File: config.mk
export PLATFORM = sky130hd
export DESIGN_NAME = div_seq_ctrl
export DESIGN_NICKNAME = d
export VERILOG_FILES = /design/src/rtl/div_seq_ctrl.sv
export SDC_FILE = /design/constraint.sdc
export NUM_CORES = 1
export LEC_CHECK = 0
export ABC_AREA = 1
export BUFFER_PORTS_ARGS = -buffer_cell sky130_fd_sc_hd__buf_4
export CAP_MARGIN = 0
export CORE_AREA = 2 2 221 136
export CTS_CLUSTER_SIZE = 24
export DETAILED_ROUTE_END_ITERATION = 6
export DIE_AREA = 0 0 223 138
export MAX_ROUTING_LAYER = met4
export PLACE_DENSITY = 0.76
export SLEW_MARGIN = 20
export SYNTH_ARGS = -nofsm -noshare
export SYNTH_HDL_FRONTEND = slang
export SYNTH_SLANG_ARGS = --single-unit
File: constraint.sdc
create_clock -name clk -period 3.11 [get_ports clk]
set_input_delay 0.311 -clock clk [delete_from_list [all_inputs] [get_ports clk]]
set_output_delay 0.311 -clock clk [all_outputs]
set_load 0.1 [all_outputs]
File: src/rtl/div_seq_ctrl.sv
// Sequential restoring divider for the EX stage: one quotient bit per cycle,
// single-cycle fast paths for divide-by-zero and signed overflow.
module div_seq_ctrl #(
    parameter int                 WIDTH      = 32,
    parameter int                 CNT_W      = 6,
    parameter int                 FUNCT_W    = 6,
    parameter logic [FUNCT_W-1:0] FUNCT_DIV  = 6'b011010,
    parameter logic [FUNCT_W-1:0] FUNCT_DIVU = 6'b011011
) (
    input  logic                 clk,
    input  logic                 rst_n,
    input  logic [FUNCT_W-1:0]   funct,
    input  logic                 div_en,
    input  logic [WIDTH-1:0]     operand_1,
    input  logic [WIDTH-1:0]     operand_2,
    input  logic                 flush,
    output logic                 stall_req,
    output logic                 busy,
    output logic                 done,
    output logic [2*WIDTH-1:0]   result_div
);

    typedef enum logic [1:0] {IDLE, CALC, FIX, DONE} state_t;

    state_t             state, state_nxt;
    logic               is_sgn, s1, s2;
    logic [WIDTH-1:0]   dvsr, q;
    logic [WIDTH:0]     r;
    logic [CNT_W-1:0]   cnt;

    logic               funct_ok, sgn_in, in_s1, in_s2, accept, div_zero, ovf;
    logic [WIDTH-1:0]   mag1, mag2, quo_fix, rem_fix;
    logic [WIDTH:0]     shifted, diff;

    always_comb begin
        funct_ok = (funct == FUNCT_DIV) || (funct == FUNCT_DIVU);
        sgn_in   = (funct == FUNCT_DIV);
        in_s1    = sgn_in & operand_1[WIDTH-1];
        in_s2    = sgn_in & operand_2[WIDTH-1];
        mag1     = in_s1 ? -operand_1 : operand_1;
        mag2     = in_s2 ? -operand_2 : operand_2;
        accept   = (state == IDLE) && div_en && funct_ok && !flush;
        div_zero = (operand_2 == '0);
        ovf      = sgn_in && (operand_1 == {1'b1, {(WIDTH-1){1'b0}}}) && (operand_2 == '1);
        shifted  = {r[WIDTH-1:0], q[WIDTH-1]};
        diff     = shifted - {1'b0, dvsr};
        // remainder follows the dividend's sign; quotient sign is s1 ^ s2
        quo_fix  = (is_sgn && (s1 ^ s2)) ? -q : q;
        rem_fix  = (is_sgn && s1) ? -r[WIDTH-1:0] : r[WIDTH-1:0];
    end

    always_comb begin
        state_nxt = state;
        case (state)
            IDLE: if (accept) state_nxt = (div_zero || ovf) ? DONE : CALC;
            CALC: if (cnt == CNT_W'(WIDTH-1)) state_nxt = FIX;
            FIX:  state_nxt = DONE;
            DONE: state_nxt = IDLE;
            default: state_nxt = IDLE;
        endcase
        if (flush && state != IDLE) state_nxt = IDLE;
    end

    always_comb begin
        busy      = (state == CALC) || (state == FIX);
        done      = (state == DONE) && !flush;
        stall_req = accept || (busy && !flush);
    end

    always_ff @(posedge clk or negedge rst_n) begin
        if (!rst_n) begin
            state      <= IDLE;
            is_sgn     <= 1'b0;
            s1         <= 1'b0;
            s2         <= 1'b0;
            dvsr       <= '0;
            q          <= '0;
            r          <= '0;
            cnt        <= '0;
            result_div <= '0;
        end else begin
            state <= state_nxt;
            if (accept) begin
                is_sgn <= sgn_in;
                s1     <= operand_1[WIDTH-1];
                s2     <= operand_2[WIDTH-1];
                dvsr   <= mag2;
                q      <= mag1;
                r      <= '0;
                cnt    <= '0;
                if (div_zero)
                    result_div <= {operand_1, {WIDTH{1'b1}}};
                else if (ovf)
                    result_div <= {{WIDTH{1'b0}}, 1'b1, {(WIDTH-1){1'b0}}};
            end else if (state == CALC && !flush) begin
                if (!diff[WIDTH]) begin
                    r <= diff;
                    q <= {q[WIDTH-2:0], 1'b1};
                end else begin
                    r <= shifted;
                    q <= {q[WIDTH-2:0], 1'b0};
                end
                cnt <= cnt + 1'b1;
            end else if (state == FIX && !flush) begin
                result_div <= {rem_fix, quo_fix};
            end
        end
    end

endmodule

Yosys cells after proc, flatten, opt, wreduce, memory -nomap -nowiden --
Cells that the tools add are included.
Cells by class: add/subtract/negate cells 6, equality and inequality tests 12, mux-type cells 22, bitwise operators 3, reductions and logical operators 24
Operators by type and width (number):
- 64-bit 2-to-1 mux | 5
- 32-bit 2-to-1 mux | 9
- 32-bit negation | 4
- 32-bit equality test, second input constant | 2
- 33-bit by 32-bit subtractor with 33-bit output | 1
- 32-bit zero test | 1
- 6-bit by 5-bit equality test with 1-bit output, second input constant | 3
- 1-bit logical AND | 12
- 6-bit 2-to-1 mux | 2
- 2-bit 2-to-1 mux | 4
- 2-bit one-hot mux with 4 select lines | 1
- 6-bit by 1-bit adder with 6-bit output, second input constant | 1
- 2-bit nonzero test | 3
- 2-bit equality test, second input constant | 2
- 1-bit logical OR | 4
- 3-bit by 1-bit != test with 1-bit output, second input constant | 1
- 3-bit by 2-bit != test with 1-bit output, second input constant | 1
- 3-bit != test, second input constant | 1
- 3-bit AND reduction | 1
- 1-bit AND | 2
- 2-bit by 1-bit equality test with 1-bit output, second input constant | 1
- 2-bit zero test | 1
- 2-bit != test, second input constant | 1
- 2-bit AND reduction | 1
- 3 further kinds | 3
Word-level totals: bits in registers 171, logic and storage cells 76

Logic depth before layout (Yosys ltp) --
Gate-level depths: netlist of run 1.
depth after elaboration 8, mapped depth 18, mapped depth without buffers 17

Least setup slack after synthesis of run 1 --
OpenSTA, ideal clock, no wires.
path type register -> output, from register state[0], to output port stall_req, data arrival time 2169 ps, path slack 630 ps, stages on the path, launching flop included 9, path buffers 2, cell sequence dfrtp_1 inv_1 ha_1 nand2_1 nor2_1 nand3_1 clkbuf_1 clkbuf_1 nand2_1
On the way: longest elaborated chain between the ends 5
Ends and longest elaborated chain:
- from (decl) | line 25 | state_t state, state_nxt;
- from (signal assigned) | line 82 | state <= state_nxt;
- 2-bit zero test | line 42 | accept = (state == IDLE) && div_en && funct_ok && !flush;
- 1-bit logical AND (3 in series) | line 42
- 1-bit logical OR * | line 67 | stall_req = accept || (busy && !flush);
- to (decl) | line 17 | output logic stall_req,
Mark *: on every way between the ends. The rest lies on a longest branch, timed or not.

Final worst setup path of run 1 --
from register dvsr[0], to register r[30]
On the way: longest elaborated chain between the ends 4
Ends and longest elaborated chain:
- from (decl) | line 27 | logic [WIDTH-1:0] dvsr, q;
- from (signal assigned) | line 87 | dvsr <= mag2;
- 33-bit by 32-bit subtractor with 33-bit output | line 46 | diff = shifted - {1'b0, dvsr};
- 32-bit 2-to-1 mux | line 96 | if (!diff[WIDTH]) begin
- 32-bit 2-to-1 mux | line 95 | end else if (state == CALC && !flush) begin
- 32-bit 2-to-1 mux | line 83 | if (accept) begin
- to (signal assigned) | line 97 | r <= diff;
- to (signal assigned) | line 100 | r <= shifted;
- to (decl) | line 28 | logic [WIDTH:0] r;
Every way passes these cells. The select of a mux whose other input is x is not followed. A chain may end at the register's enable or synchronous reset.

==> metrics, run 1 <==
setup TNS=0 ps; multi-input logic area=0.00844 mm2; total die area=0.0308 mm2; first-pass GRT wire length=85,400 um; Worst Slack Setup Final=202 ps; Reg2Reg Setup Slack=200 ps; grt met3 use=0.121; Syn Std Cell Area=0.0142 mm2; H-tree Lvls=4; drt drc=0; Seq pwr share=0.245; PortBufs=140; Mean Syn Cell Area=6.05 um2; Reg clk slew, reported paths=80 ps; register area share after synthesis=0.302; worst-path cell chain=ha_1 > fa_1 > inv_1 > nand2_1 > nand2_1 > nand3_1 > nand2_1 > nand2_1 > nand2_1 > nand2_1 > nand2_1 > nand2_1 > nand3_1 > nand2_1 > nand2_1 > nand2_1; worst reg2reg path endpoint=r[30]$_DFFE_PN0P_; internal power component=6.11 mW; Sw Share=0.544; largest net degree at the start of global routing=74; drt wl/cell=19.6 um; post-route cell area=0.0164 mm2; CTS tree=built; most used routing layer=met1; Yosys warnings=0; initial antenna violation count=1; layout cells sized above 1=0.0930; max-cap viol count=0; clock tree buffer depth=2; Worst path most repeated cell=nand2_1; Peak VDD IR=538 uV; DP HPWL=44,300 um; CP endpoint kind=flop; WP data required=3450 ps; Post-CTS Setup Inserts=0; crit path launch type=flop; vias=16,100; Rel. slew slack=0.389; Top Ports=141; clk_skew=17.0 ps; Clk Latency, worst-skew pair=460 ps; Syn Nets=2,462; unrepaired setup endpoints after global routing=false; CP max-delay cell=dfrtp_1; CP startpoint=dvsr[0]$_DFFE_PN0N_; overall power=13.4 mW; slew at the pin with the worst max-slew slack=911 ps; Total GRT Usage=0.375; ys flop type=dfrtp_1; Clk pwr share=0.179; final period utilization=0.935; P_sw=7.31 mW; CP Max Fanout=7; Final Critical Period=2910 ps; synth-to-layout area growth=15.5%; initial DRC count=2,282; CP arrival=3250 ps; final setup vio count=0; Achievable Freq=344 MHz; vias per cell=5.63; Pwr Density=819 mW/mm2; R2R Path Start=dvsr[0]$_DFFE_PN0N_; Initial Utilization=0.487; max-slew violation count=0; Crit path largest cell delay=440 ps; r2r worst-path depth=16; Hold Fails Final Rpt=0; Die Ht=138 um; grt met2 use=0.444; EDFF count, synth=0; DIE WIDTH=223 um; grt ovf=0; Leak=9.10 nW; nets=2,587; routability cong.=1.00; status=completed; register area=0.00428 mm2; Synth Instances=2,345; Sink Count=171; number of core rows=49; met1 GRT Util=0.603; dpl ws=305 ps; crit path capture=r[30]$_DFFE_PN0P_; core box area=0.0291 mm2; vias in the first global route=14,200; Synth cell types=41; total wire length=56,100 um; CTS buffer count=17; number of synthesized register bits=171; # fillers=2,974; Pre-antenna DRT Iters=6; Comb pwr share=0.576; Post-synth ARST share=1.00; Hold Crit Class=in2reg; antenna-violating nets left=0; Cell Area, Placed=0.0157 mm2; Root Driver=clkbuf_16; Setup CP Type=reg2reg
## stage by stage
| step | hold slack (ps) | utilization | cells |
|---|---|---|---|
| after floorplan | 15.4 | - | 2345 |
| after global placement | 392 | 0.540 | 2832 |
| after detailed placement | 407 | 0.540 | 2832 |
| after CTS | 150 | 0.562 | 2865 |
| after global routing | 158 | 0.563 | 2866 |
| final | 159 | 0.563 | 2866 |
## sequential cells by signal (all words and copies together) (netlist names), 2 cells and up
signal      flops
cnt             6
dvsr           32
q              32
r              32
result_div     64
state           2
## power by group through the flow
stage / Clock, mW / Combinational (mW) / Sequential, mW
after global routing: 2.50 / 8.29 / 3.36
after global placement: 0 / 7.44 / 3.29
after detailed placement: 0 / 7.49 / 3.31
after CTS: 2.42 / 7.53 / 3.28
after floorplan: 0 / 3.80 / 4.85
final: 2.40 / 7.72 / 3.29
## cell usage after synthesis (2+ instances only)
cell type	n	area, um2
a31oi_1	3	18.8
xnor2_1	17	149
inv_2	4	15.0
a21o_1	2	15.0
xor2_1	38	333
ha_1	42	526
clkbuf_1	37	139
nor2_1	216	811
o21ai_1	7	35.0
o211ai_1	5	37.5
o221ai_1	15	131
nand4_1	36	225
o22ai_1	15	93.8
nor3_1	35	175
and2_1	4	25.0
nand3b_1	7	52.6
clkinv_1	4	15.0
dfrtp_1	171	4280
buf_6	2	22.5
buf_2	26	130
o31ai_1	4	30.0
o21ai_0	117	586
or2_2	7	43.8
nand3_1	264	1320
a21oi_1	56	280
inv_1	304	1140
nand2_2	2	12.5
nor2_2	4	25.0
nand2_1	868	3260
buf_1	6	22.5
o21bai_1	17	128
## area by class of cell
type | count | area share
Clock inverter | 14 | 0.0121
Clock buffer | 18 | 0.0268
Sequential cell | 171 | 0.261
Timing Repair Buffer | 177 | 0.0840
Inverter | 312 | 0.0715
Tap cell | 382 | 0.0292
Multi-Input combinational cell | 1791 | 0.515
Antenna cell | 1 | 0.000153
## timing repair
item,in CTS,in global routing
hold buffers,1,0
setup endpoints to repair,0,1
endpoints found under the hold margin,70,0
resized for setup,0,2
## worst min path at each step
stage,from,to,cells past startpoint
final,operand_1[26],q[26]$_DFFE_PN0P_,4
after global routing,operand_2[15],dvsr[15]$_DFFE_PN0N_,3
after CTS,operand_1[26],q[26]$_DFFE_PN0P_,4
after detailed placement,rst_n,r[14]$_DFFE_PN0P_,1
after global placement,rst_n,r[11]$_DFFE_PN0P_,1
after floorplan,rst_n,cnt[0]$_DFFE_PN0P_,0
## per-layer routing
layer	vias to the layer above	routed length [um]
li1	7700	-
met2	921	19900
met4	0	440
met5	-	0
met3	37	7860
met1	7470	27800
## cell families after synthesis
logic type                 count (synthesis)  synth area share
xor gates and xnor gates                  55            0.0340
DFF                                      171             0.302
and+or+nand+nor                         1450             0.425
buffers and inverters                    383             0.105
AOI/OAI and AO/OA                        243            0.0968
adders and majority gates                 43            0.0385
## critical path: cells and delay by family, from the launching register on
family / cells / cell delay (ps)
adders and majority gates: 2 / 660
buffers and inverters: 1 / 100
DFF: 1 / 440
and+or+nand+nor: 13 / 1600
## placed cells by master, fill, tap and decap left out, types with 36 or more instances in the layout
cell type / netlist / final
a21oi_1: 56 / 56
buf_4: 0 / 171
dfrtp_1: 171 / 171
ha_1: 42 / 42
inv_1: 304 / 304
nand2_1: 868 / 868
nand3_1: 264 / 263
nand4_1: 36 / 36
nor2_1: 216 / 215
o21ai_0: 117 / 117
xor2_1: 38 / 38
No activity file was read; power rests on OpenSTA's default activity.
==> inputs of run 2 (changes only) <==
==> constraint.sdc (replaced) <==
create_clock -name clk -period 2.94 [get_ports clk]
set_input_delay 0.294 -clock clk [delete_from_list [all_inputs] [get_ports clk]]
set_output_delay 0.294 -clock clk [all_outputs]
set_load 0.1 [all_outputs]
==> metrics, run 2 (synthesis gave the netlist of run 1 again) <==
status=completed; vias in the first global route=14,400; CP endpoint kind=flop; internal power component=6.67 mW; Clk Latency, worst-skew pair=450 ps; Pre-antenna DRT Iters=6; H-tree Lvls=4; Seq pwr share=0.241; clk_skew=8.22 ps; grt ovf=0; routability cong.=1.06; Sink Count=171; max reg flops=64; Initial Utilization=0.487; final setup vio count=0; drt drc=0; Root Driver=clkbuf_16; unrepaired setup endpoints after global routing=false; post-route insts no fill=2,885; initial antenna violation count=0; core box area=0.0291 mm2; Leak=9.23 nW; n_diodes=0; Rel. slew slack=0.343; final hold slack=157 ps; total wire length=56,300 um; highest-count cells in the layout ignoring fill and taps=nand2_1 (862), inv_1 (304), nand3_1 (261); Largest Register=result_div; Sw Share=0.538; CTS tree=built; Reg2Reg Setup Slack=130 ps; layout cells sized above 1=0.103; commonest non-fill, non-tap cell in the layout=nand2_1; Total GRT Usage=0.373; vias=16,300; initial DRC count=2,036; first-pass GRT wire length=85,200 um; drt wl/cell=19.5 um; CP Max Fanout=26; vias per cell=5.66; R2R Path Start=q[31]$_DFFE_PN0P_; Achievable Freq=356 MHz; PortBufs=140; crit path capture=r[7]$_DFFE_PN0P_; total die area=0.0308 mm2; WP data required=3320 ps; CP arrival=3190 ps; crit path launch type=flop; Top Ports=141; Clk pwr share=0.177; nets=2,607; DP HPWL=44,800 um; Hold Fails Final Rpt=0; Setup CP Type=reg2reg; Comb pwr share=0.582; max-cap viol count=0; clock tree buffer depth=2; Pwr Density=869 mW/mm2; r2r worst-path depth=17; largest net degree at the start of global routing=71; slew at the pin with the worst max-slew slack=979 ps; number of core rows=49; final period utilization=0.956; CP startpoint=q[31]$_DFFE_PN0P_; max-slew violation count=0; Peak VDD IR=963 uV; Hold Crit Class=in2reg; Final Critical Period=2810 ps; synth-to-layout area growth=17.0%; # fillers=2,968; CTS buffer count=17; Die Ht=138 um; dpl cells=2,849; antenna-violating nets left=0; DIE WIDTH=223 um; P_sw=7.76 mW; worst reg2reg path endpoint=r[7]$_DFFE_PN0P_; Reg clk slew, reported paths=70 ps
==> run 2: changes by cell type in the layout (fill, tap and decap cells not counted), sizes merged <==
cell | before | now
clkinvlp | 2 | 3
diode | 1 | 0
clkbuf | 18 | 20
bufinv | 3 | 4
inv | 315 | 311
buf | 176 | 195
nand2 | 871 | 872
==> run 2: metal layers <==
layer / vias to the layer above / global-route usage / share of wire
met5: - / - / 0
met4: 0 / 0.0498 / 0.0089
met3: 35 / 0.172 / 0.16
met2: 981 / 0.434 / 0.35
met1: 7558 / 0.576 / 0.48
li1: 7743 / - / -
==> run 2: worst min path at each step <==
stage	startpoint	to	depth (start not counted)	slack [ps]
2_1_floorplan	rst_n	cnt[0]$_DFFE_PN0P_	0	-2
3_3_place_gp	rst_n	r[11]$_DFFE_PN0P_	1	310
3_5_place_dp	rst_n	r[11]$_DFFE_PN0P_	1	300
4_1_cts	operand_1[8]	q[8]$_DFFE_PN0P_	3	140
5_1_grt	operand_1[8]	q[8]$_DFFE_PN0P_	3	160
6_report	operand_1[8]	q[8]$_DFFE_PN0P_	3	160
==> run 2: critical path: stages (launching register included) <==
cell	delay, ps
dfrtp_1	410
inv_1	130
ha_1	230
fa_1	400
inv_1	100
nand2_1	70
nand2_1	100
nand3_1	170
nand2_2	140
nand2_1	70
nand2_2	90
nand2_2	110
nand2_2	120
nand2_4	120
buf_6	210
nand3_1	90
nand3_1	90
nand2_1	90
==> run 2: metrics by stage <==
step / power, mW / util / worst slack [ps] / setup TNS [ps] / cell area [um2]
6_report: 14.4 / 0.570 / 128 / 0 / 16600
2_1_floorplan: 9.15 / - / 477 / 0 / 14200
3_5_place_dp: 11.6 / 0.544 / -11.7 / -11.7 / 15800
4_1_cts: 14.1 / 0.567 / 9.61 / 0 / 16500
3_3_place_gp: 11.5 / 0.544 / 38.2 / 0 / 15800
5_1_grt: 15.2 / 0.570 / 26.2 / 0 / 16600
==> run 2: power by group through the flow <==
stage	Clock [mW]	Combinational, mW	Sequential, mW
after CTS	2.57	8.13	3.45
after floorplan	0	4.02	5.13
after global routing	2.67	9.00	3.54
final	2.55	8.40	3.47
after global placement	0	8.02	3.48
after detailed placement	0	8.09	3.49
==> run 2: area by class of cell <==
type | instances | area [um2] | share of cell area
clock inverters | 12 | 185 | 0.0112
repair buffers | 196 | 1540 | 0.0925
multi-input cells | 1792 | 8490 | 0.511
flip-flops and latches | 171 | 4280 | 0.258
clock buffers | 20 | 467 | 0.0281
inverters | 312 | 1170 | 0.0705
well taps | 382 | 478 | 0.0288
==> run 2: what timing repair did <==
| item | 4_1_cts | 5_1_grt |
|---|---|---|
| endpoints found under the setup margin | 1 | 34 |
| hold buffers | 1 | 0 |
| endpoints found under the hold margin | 57 | 0 |
| pin swaps | 0 | 2 |
| resized for setup | 1 | 15 |
| gates cloned | 0 | 1 |
| setup buffers | 0 | 2 |
